--- src/rtl/dart_turn_scheduler.sv ---
// dart_turn_scheduler: buffers board hits and issues them one at a time to the scoring core.
// Optional DART_TIMEOUT_EN: injects a (0,0) miss after TIMEOUT_CYC idle cycles with an empty buffer.
module dart_turn_scheduler #(
    parameter int DARTS_PER_TURN = 3,
    parameter int FIFO_DEPTH     = 4,
    parameter int TIMEOUT_CYC    = 1000,
    parameter int MAX_ROUNDS     = 20
) (
    input  logic       clk,
    input  logic       reset,
    input  logic       hit_valid_i,
    output logic       hit_ready_o,
    input  logic [7:0] hit_x_i,
    input  logic [7:0] hit_y_i,
    output logic       dart_come_o,
    output logic [7:0] dart_x_o,
    output logic [7:0] dart_y_o,
    input  logic       p1_done_i,
    input  logic       p2_done_i,
    input  logic       game_set_i,
    output logic       cur_player_o,
    output logic [1:0] dart_idx_o,
    output logic [4:0] round_o,
    output logic       miss_o,
    output logic       err_o,
    output logic       draw_o
);

    localparam int AW = $clog2(FIFO_DEPTH);

    typedef enum logic [2:0] {IDLE, ISSUE, WAIT, ADVANCE, FINISH, DRAW} state_t;

    state_t      state;
    logic [15:0] mem [FIFO_DEPTH];
    logic [AW:0] wr_ptr;
    logic [AW:0] rd_ptr;
    logic        full;
    logic        empty;
    logic        push;
    logic        terminal;
    logic        exp_done;
    logic        bad_done;
    logic        gs_seen;
    logic [7:0]  store_x;
    logic [7:0]  store_y;

    assign terminal    = (state == FINISH) || (state == DRAW);
    assign full        = (wr_ptr[AW] != rd_ptr[AW]) && (wr_ptr[AW-1:0] == rd_ptr[AW-1:0]);
    assign empty       = (wr_ptr == rd_ptr);
    assign hit_ready_o = reset && !full && !terminal;
    assign push        = hit_valid_i && hit_ready_o;
    assign exp_done    = cur_player_o ? p2_done_i : p1_done_i;
    assign bad_done    = cur_player_o ? p1_done_i : p2_done_i;

    // Off-board hits are stored as (0,0) so they score nothing.
    always_comb begin
        store_x = hit_x_i;
        store_y = hit_y_i;
        if ((hit_x_i > 8'd30) || (hit_y_i > 8'd30)) begin
            store_x = '0;
            store_y = '0;
        end
    end

    always_ff @(posedge clk) begin
        if (!reset) begin
            wr_ptr <= '0;
        end else if (push) begin
            mem[wr_ptr[AW-1:0]] <= {store_x, store_y};
            wr_ptr              <= wr_ptr + 1'b1;
        end
    end

`ifdef DART_TIMEOUT_EN
    localparam int TW = $clog2(TIMEOUT_CYC) + 1;
    logic [TW-1:0] tmo_cnt;
    logic          miss_q;
    assign miss_o = miss_q;
`else
    assign miss_o = 1'b0;
`endif

    always_ff @(posedge clk) begin
        if (!reset) begin
            state        <= IDLE;
            rd_ptr       <= '0;
            dart_come_o  <= 1'b0;
            dart_x_o     <= '0;
            dart_y_o     <= '0;
            cur_player_o <= 1'b0;
            dart_idx_o   <= '0;
            round_o      <= '0;
            err_o        <= 1'b0;
            draw_o       <= 1'b0;
            gs_seen      <= 1'b0;
`ifdef DART_TIMEOUT_EN
            tmo_cnt      <= '0;
            miss_q       <= 1'b0;
`endif
        end else begin
            dart_come_o <= 1'b0;
`ifdef DART_TIMEOUT_EN
            miss_q      <= 1'b0;
`endif
            if ((state != WAIT) && (p1_done_i || p2_done_i))
                err_o <= 1'b1;
            case (state)
                IDLE: begin
                    if (!empty) begin
                        {dart_x_o, dart_y_o} <= mem[rd_ptr[AW-1:0]];
                        rd_ptr               <= rd_ptr + 1'b1;
                        dart_come_o          <= 1'b1;
                        state                <= ISSUE;
`ifdef DART_TIMEOUT_EN
                        tmo_cnt              <= '0;
`endif
                    end
`ifdef DART_TIMEOUT_EN
                    else if (tmo_cnt == TW'(TIMEOUT_CYC - 1)) begin
                        dart_x_o    <= '0;
                        dart_y_o    <= '0;
                        dart_come_o <= 1'b1;
                        miss_q      <= 1'b1;
                        tmo_cnt     <= '0;
                        state       <= ISSUE;
                    end else if (push) begin
                        tmo_cnt <= '0;
                    end else begin
                        tmo_cnt <= tmo_cnt + 1'b1;
                    end
`endif
                end
                ISSUE: state <= WAIT;
                WAIT: begin
                    if (game_set_i)
                        gs_seen <= 1'b1;
                    if (bad_done)
                        err_o <= 1'b1;
                    if (exp_done)
                        state <= ADVANCE;
                end
                ADVANCE: begin
                    if (game_set_i)
                        gs_seen <= 1'b1;
                    // A winner outranks both the turn update and a draw.
                    if (gs_seen || game_set_i) begin
                        state <= FINISH;
                    end else if (dart_idx_o == 2'(DARTS_PER_TURN - 1)) begin
                        dart_idx_o   <= '0;
                        cur_player_o <= ~cur_player_o;
                        if (cur_player_o) begin
                            if (({1'b0, round_o} + 6'd1) >= 6'(MAX_ROUNDS)) begin
                                round_o <= 5'(MAX_ROUNDS);
                                draw_o  <= 1'b1;
                                state   <= DRAW;
                            end else begin
                                round_o <= round_o + 5'd1;
                                state   <= IDLE;
                            end
                        end else begin
                            state <= IDLE;
                        end
                    end else begin
                        dart_idx_o <= dart_idx_o + 2'd1;
                        state      <= IDLE;
                    end
                end
                FINISH:  state <= FINISH;
                DRAW:    state <= DRAW;
                default: state <= IDLE;
            endcase
        end
    end

endmodule

--- config.mk ---
export PLATFORM = sky130hd
export DESIGN_NAME = dart_turn_scheduler
export DESIGN_NICKNAME = d
export VERILOG_FILES = /design/src/rtl/dart_turn_scheduler.sv
export SDC_FILE = /design/constraint.sdc
export NUM_CORES = 1
export LEC_CHECK = 0
export ABC_CLOCK_PERIOD_IN_PS = 4400
export CORE_UTILIZATION = 40
export DETAILED_ROUTE_END_ITERATION = 6
export SYNTH_ARGS = -nofsm -noshare
export SYNTH_HDL_FRONTEND = slang
export SYNTH_SLANG_ARGS = --single-unit
--- constraint.sdc ---
create_clock -name clk -period 4.4 [get_ports clk]
set_clock_uncertainty 0.05 [all_clocks]
set_input_delay 1.1 -clock clk [delete_from_list [all_inputs] [get_ports clk]]
set_output_delay 1.1 -clock clk [all_outputs]
set_load 0.005 [all_outputs]
* Yosys cells after proc, flatten, opt, wreduce, memory -nomap -nowiden
Memories as Yosys holds them, arrays and structs flattened. A register that Yosys moved wholly into a read port is not among the register bits.
Cells that the tools add are included.
** Cells by class
- Reductions and logical operators :: 22
- Multiply operators :: 0
- Div/mod/pow operators :: 0
- Equal/unequal tests :: 12
- Multiplexer cells :: 20
- Bitwise operators :: 3
- Shifts and indexed selects :: 0
- Add/sub/neg operators :: 5
- Order comparisons :: 3
** Operators by type and width (count)
- 3-bit 2-to-1 mux :: 6
- 3-bit one-hot mux with 6 select lines :: 1
- 8-bit by 5-bit > comparator with 1-bit output, second input constant :: 2
- 8-bit 2-to-1 mux :: 2
- 2-bit AND reduction :: 5
- 1-bit 2-to-1 mux :: 9
- 3-bit by 1-bit adder with 3-bit output, second input constant :: 2
- 5-bit by 1-bit adder with 6-bit output, second input constant :: 1
- 3-bit by 2-bit == test with 1-bit output, second input constant :: 2
- 3-bit == test, second input constant :: 2
- 6-bit by 5-bit >= comparator with 1-bit output, second input constant :: 1
- 5-bit by 1-bit adder with 5-bit output, second input constant :: 1
- 1-bit logical AND :: 5
- 5-bit 2-to-1 mux :: 1
- 5-bit AND reduction :: 1
- 1-bit logical OR :: 4
- 2-bit inequality test, second input constant :: 2
- 4-bit AND reduction :: 1
- 3-bit by 1-bit == test with 1-bit output, second input constant :: 1
- 3-bit == test :: 1
- 1-bit logical NOT :: 3
- 3-bit logical NOT :: 1
- 3-bit by 2-bit inequality test with 1-bit output, second input constant :: 1
- 1-bit inverter :: 3
- 7 further kinds :: 7
** Storage, ports and cells
- Latch bits :: 0
- Logic and storage cells :: 76
- Bits of input ports :: 22
- RAM bits :: 64
- Flip-flop bits (word level) :: 21
- Bits in read-only memories :: 0
- Memories kept :: 1
- Output and inout bits :: 29
** Memories
- mem :: depth 4, width 16, rd ports 1, clocked after memory_dff 1, wr ports 1, line 34 : logic [15:0] mem [FIFO_DEPTH];

* Longest topological paths before layout
- Depth after elaboration :: 9
- Depth in mapped cells :: 6
- Mapped depth without buffers :: 5

* Least setup slack after synthesis
OpenSTA, ideal clock, no wires.
- Path type :: input-to-output
- From :: in reset
- To :: out hit_ready_o
- Data required time :: 3250 ps
- Stages on the path :: 3
- Buffers on the path :: 1
- Data arrival time :: 1961 ps
- Setup slack :: 1289 ps
- Path through :: clkbuf_1 -> inv_1 -> a311oi_1
** Between the ends
- Word-level cells in the longest chain between the ends :: 2
** RTL lines
- from (decl) :: line 10 : input logic reset,
- 1-bit logical AND (2 in series) :: line 50 : assign hit_ready_o = reset && !full && !terminal;
- to (decl) :: line 12 : output logic hit_ready_o,
No other way between the ends.

* Worst setup path after layout
Ends and elaborated chain as after synthesis.

==> out/results.ini <==
[cells_and_area]
n_antenna_cell = 0
fillers = 843
drive_gt1_frac = 0.135
synthToLayoutAreaGrowth_pct = 22.9
fin_cells = 503
finalInstanceArea_um2 = 5050
num-nets-final = 394

[clock_network]
hold_buffers = 0
cts-root-buf = clkbuf_8
clockBufferDepth = 2
clk_pin_slew_ns = 0.10
htreeDepth = 3
cts_buffers = 9
cts_sinks = 101
post-cts-setup-buffer-count = 0
cts_resized = 0
cts_tree = yes
insertion_delay_ns = 0.36

[timing]
tns_ns = 0
worst_pin_slew_ns = 0.845
period_minus_slack_ns = 3.73
final-setup-viol-count = 0
slew_headroom = 0.435
hold_viol = 0
slew_viol_final = 0
max_freq_mhz = 268
whs_ns = 0.405
rsz0062_at_grt = false
min_period_over_period = 0.847

[setup_path]
worstSetupStartpointType = primary input
cp_slowest_cell = clkdlybuf4s50_1
cp.arrival_ns = 2.58
end_kind = primary output
crit_type = in2out
crit_chain = clkdlybuf4s50_1, inv_1, a311oi_1, buf_4, clkdlybuf4s50_1
crit_fanout = 8
cpPeakStageDelay_ns = 0.51
worst_path_most_repeated_cell = clkdlybuf4s50_1
r2r_cells = 5
cp.required_ns = 3.25

[yosys]
yosys_warnings = 0
synthArstFlopShare = 0
syn_inst = 287
yosysMostFrequentCell = edfxtp_1
synth_area_leader_cell = edfxtp_1
avgSynthCellArea_um2 = 14.3
syn-cell-area_um2 = 4110
synth_common_cells = 64 x edfxtp_1, 37 x dfxtp_1, 24 x nor2_1
synth_cell_types = 44
ys_seq_elements = 101
synthDominantCellAreaShare = 0.467
synth-edff-count = 64
netlist_top_cells_area = edfxtp_1 47%, dfxtp_1 18%, mux4_2 8.8%
yosysSeqAreaShare = 0.648
synthFlopType = edfxtp_1

[floorplanning]
die_area_um2 = 10700
die_h_um = 103
start_util = 0.417
die_w_um = 103
pin_count = 51
rows = 36
coreArea_um2 = 9860

[routing]
first_pass_iters = 4
initialDrtViolationCount = 57
ant_nets = 0
viasPerCell = 4.91
wl_per_cell_um = 14.3
drcViolationCount = 0
wl_mm = 7.20
vias = 2469

[pwr]
ir_drop_uv = 156
p_leak_nw = 1.78
power_density_nw_per_um2 = 482

[placement]
placed_area_um2 = 4860
dp.final_hpwl_mm = 4.77
portBuffers = 49
dpl.cell_count = 487
place.gp.congestion = 0.800

[grt]
grt_max_degree = 31
grt_overflow = 0
antenna_found_initial = 0
grt_pass1_vias = 2343
grt_use_total = 0.148
grt_first_pass_wirelength_mm = 11.5

[worst_hold_path]
holdPathStages = 2
holdCritPathClass = reg2reg

[outcome]
status = finished clean

[run]
maxCapViolations = 0

[registers in the layout, summed over array words and instances, names as in the netlist, 2 cells and up]
| signal | cells |
|---|---|
| state | 3 |
| rd_ptr | 3 |
| dart_idx_o | 2 |
| dart_y_o | 8 |
| wr_ptr | 3 |
| dart_x_o | 8 |
| mem | 64 |
| round_o | 5 |
[metal layers]
metal  wire [um]  global-route usage  up-vias  share of wire
li1            -                   -     1203              -
met1        3310               0.184     1200           0.46
met2        3520               0.252       56           0.49
met3         241              0.0302       10          0.033
met4         123              0.0618        0          0.017
met5           0                   0        -              0
[critical path: cells and delay by family]
kind                   cells  cell delay [ns]
AOI/OAI and AO/OA          1             0.21
buffers and inverters      4             1.27
[cells by family (layout without fill, tap and decap cells)]
family / after synthesis / after routing / share of synthesized area
buffers and inverters: 23 / 82 / 0.0253
DFF: 101 / 101 / 0.648
other: 1 / 25 / 0.000912
and+or+nand+nor: 87 / 87 / 0.113
adders and majority gates: 7 / 7 / 0.0213
muxes: 36 / 36 / 0.136
xor gates and xnor gates: 7 / 7 / 0.0149
AOI/OAI and AO/OA: 25 / 25 / 0.0411
[through the flow]
stage               power, mW  setup slack [ns]  utilization
finish                   2.44             0.673        0.512
global route             2.58             0.615        0.512
CTS                      2.47             0.660        0.512
detailed placement       1.91             0.682        0.493
global placement         1.90             0.668        0.493
floorplan                1.65              1.29            -
[placed cells by master, fill, tap and decap left out, types with 8 or more instances in the layout]
cell type / instances
nand2_1: 10
buf_4: 10
conb_1: 25
and2_1: 13
nand3_1: 11
mux4_2: 16
edfxtp_1: 64
clkdlybuf4s50_1: 49
mux2i_1: 20
nor2_1: 24
clkbuf_8: 9
a21oi_1: 8
dfxtp_1: 37
[path summary, 6_finish.rpt]
kind,start,to,slack [ns]
worst max-delay path,reset,hit_ready_o,0.67
worst min-delay path,draw_o,draw_o,0.40
worst max register to register,state[2],dart_x_o[5],1.94
worst min register to register,draw_o,draw_o,0.40
[final cells by class]
cell class,count,area (um^2),area share
Sequential cell,101,2660,0.527
Clock inverter,7,66.3,0.0131
Clock buffer,9,124,0.0245
Tap cell,133,166,0.0329
Timing Repair Buffer,59,566,0.112
Inverter,7,26.3,0.00520
Multi-Input combinational cell,187,1440,0.285
[power by group]
part | switching [mW] | total (mW) | internal (mW)
Sequential | 0.0728 | 1.19 | 1.11
Combinational | 0.299 | 0.687 | 0.388
Clock | 0.343 | 0.563 | 0.220
Total | 0.715 | 2.44 | 1.72
No activity file was read; power rests on OpenSTA's default activity.
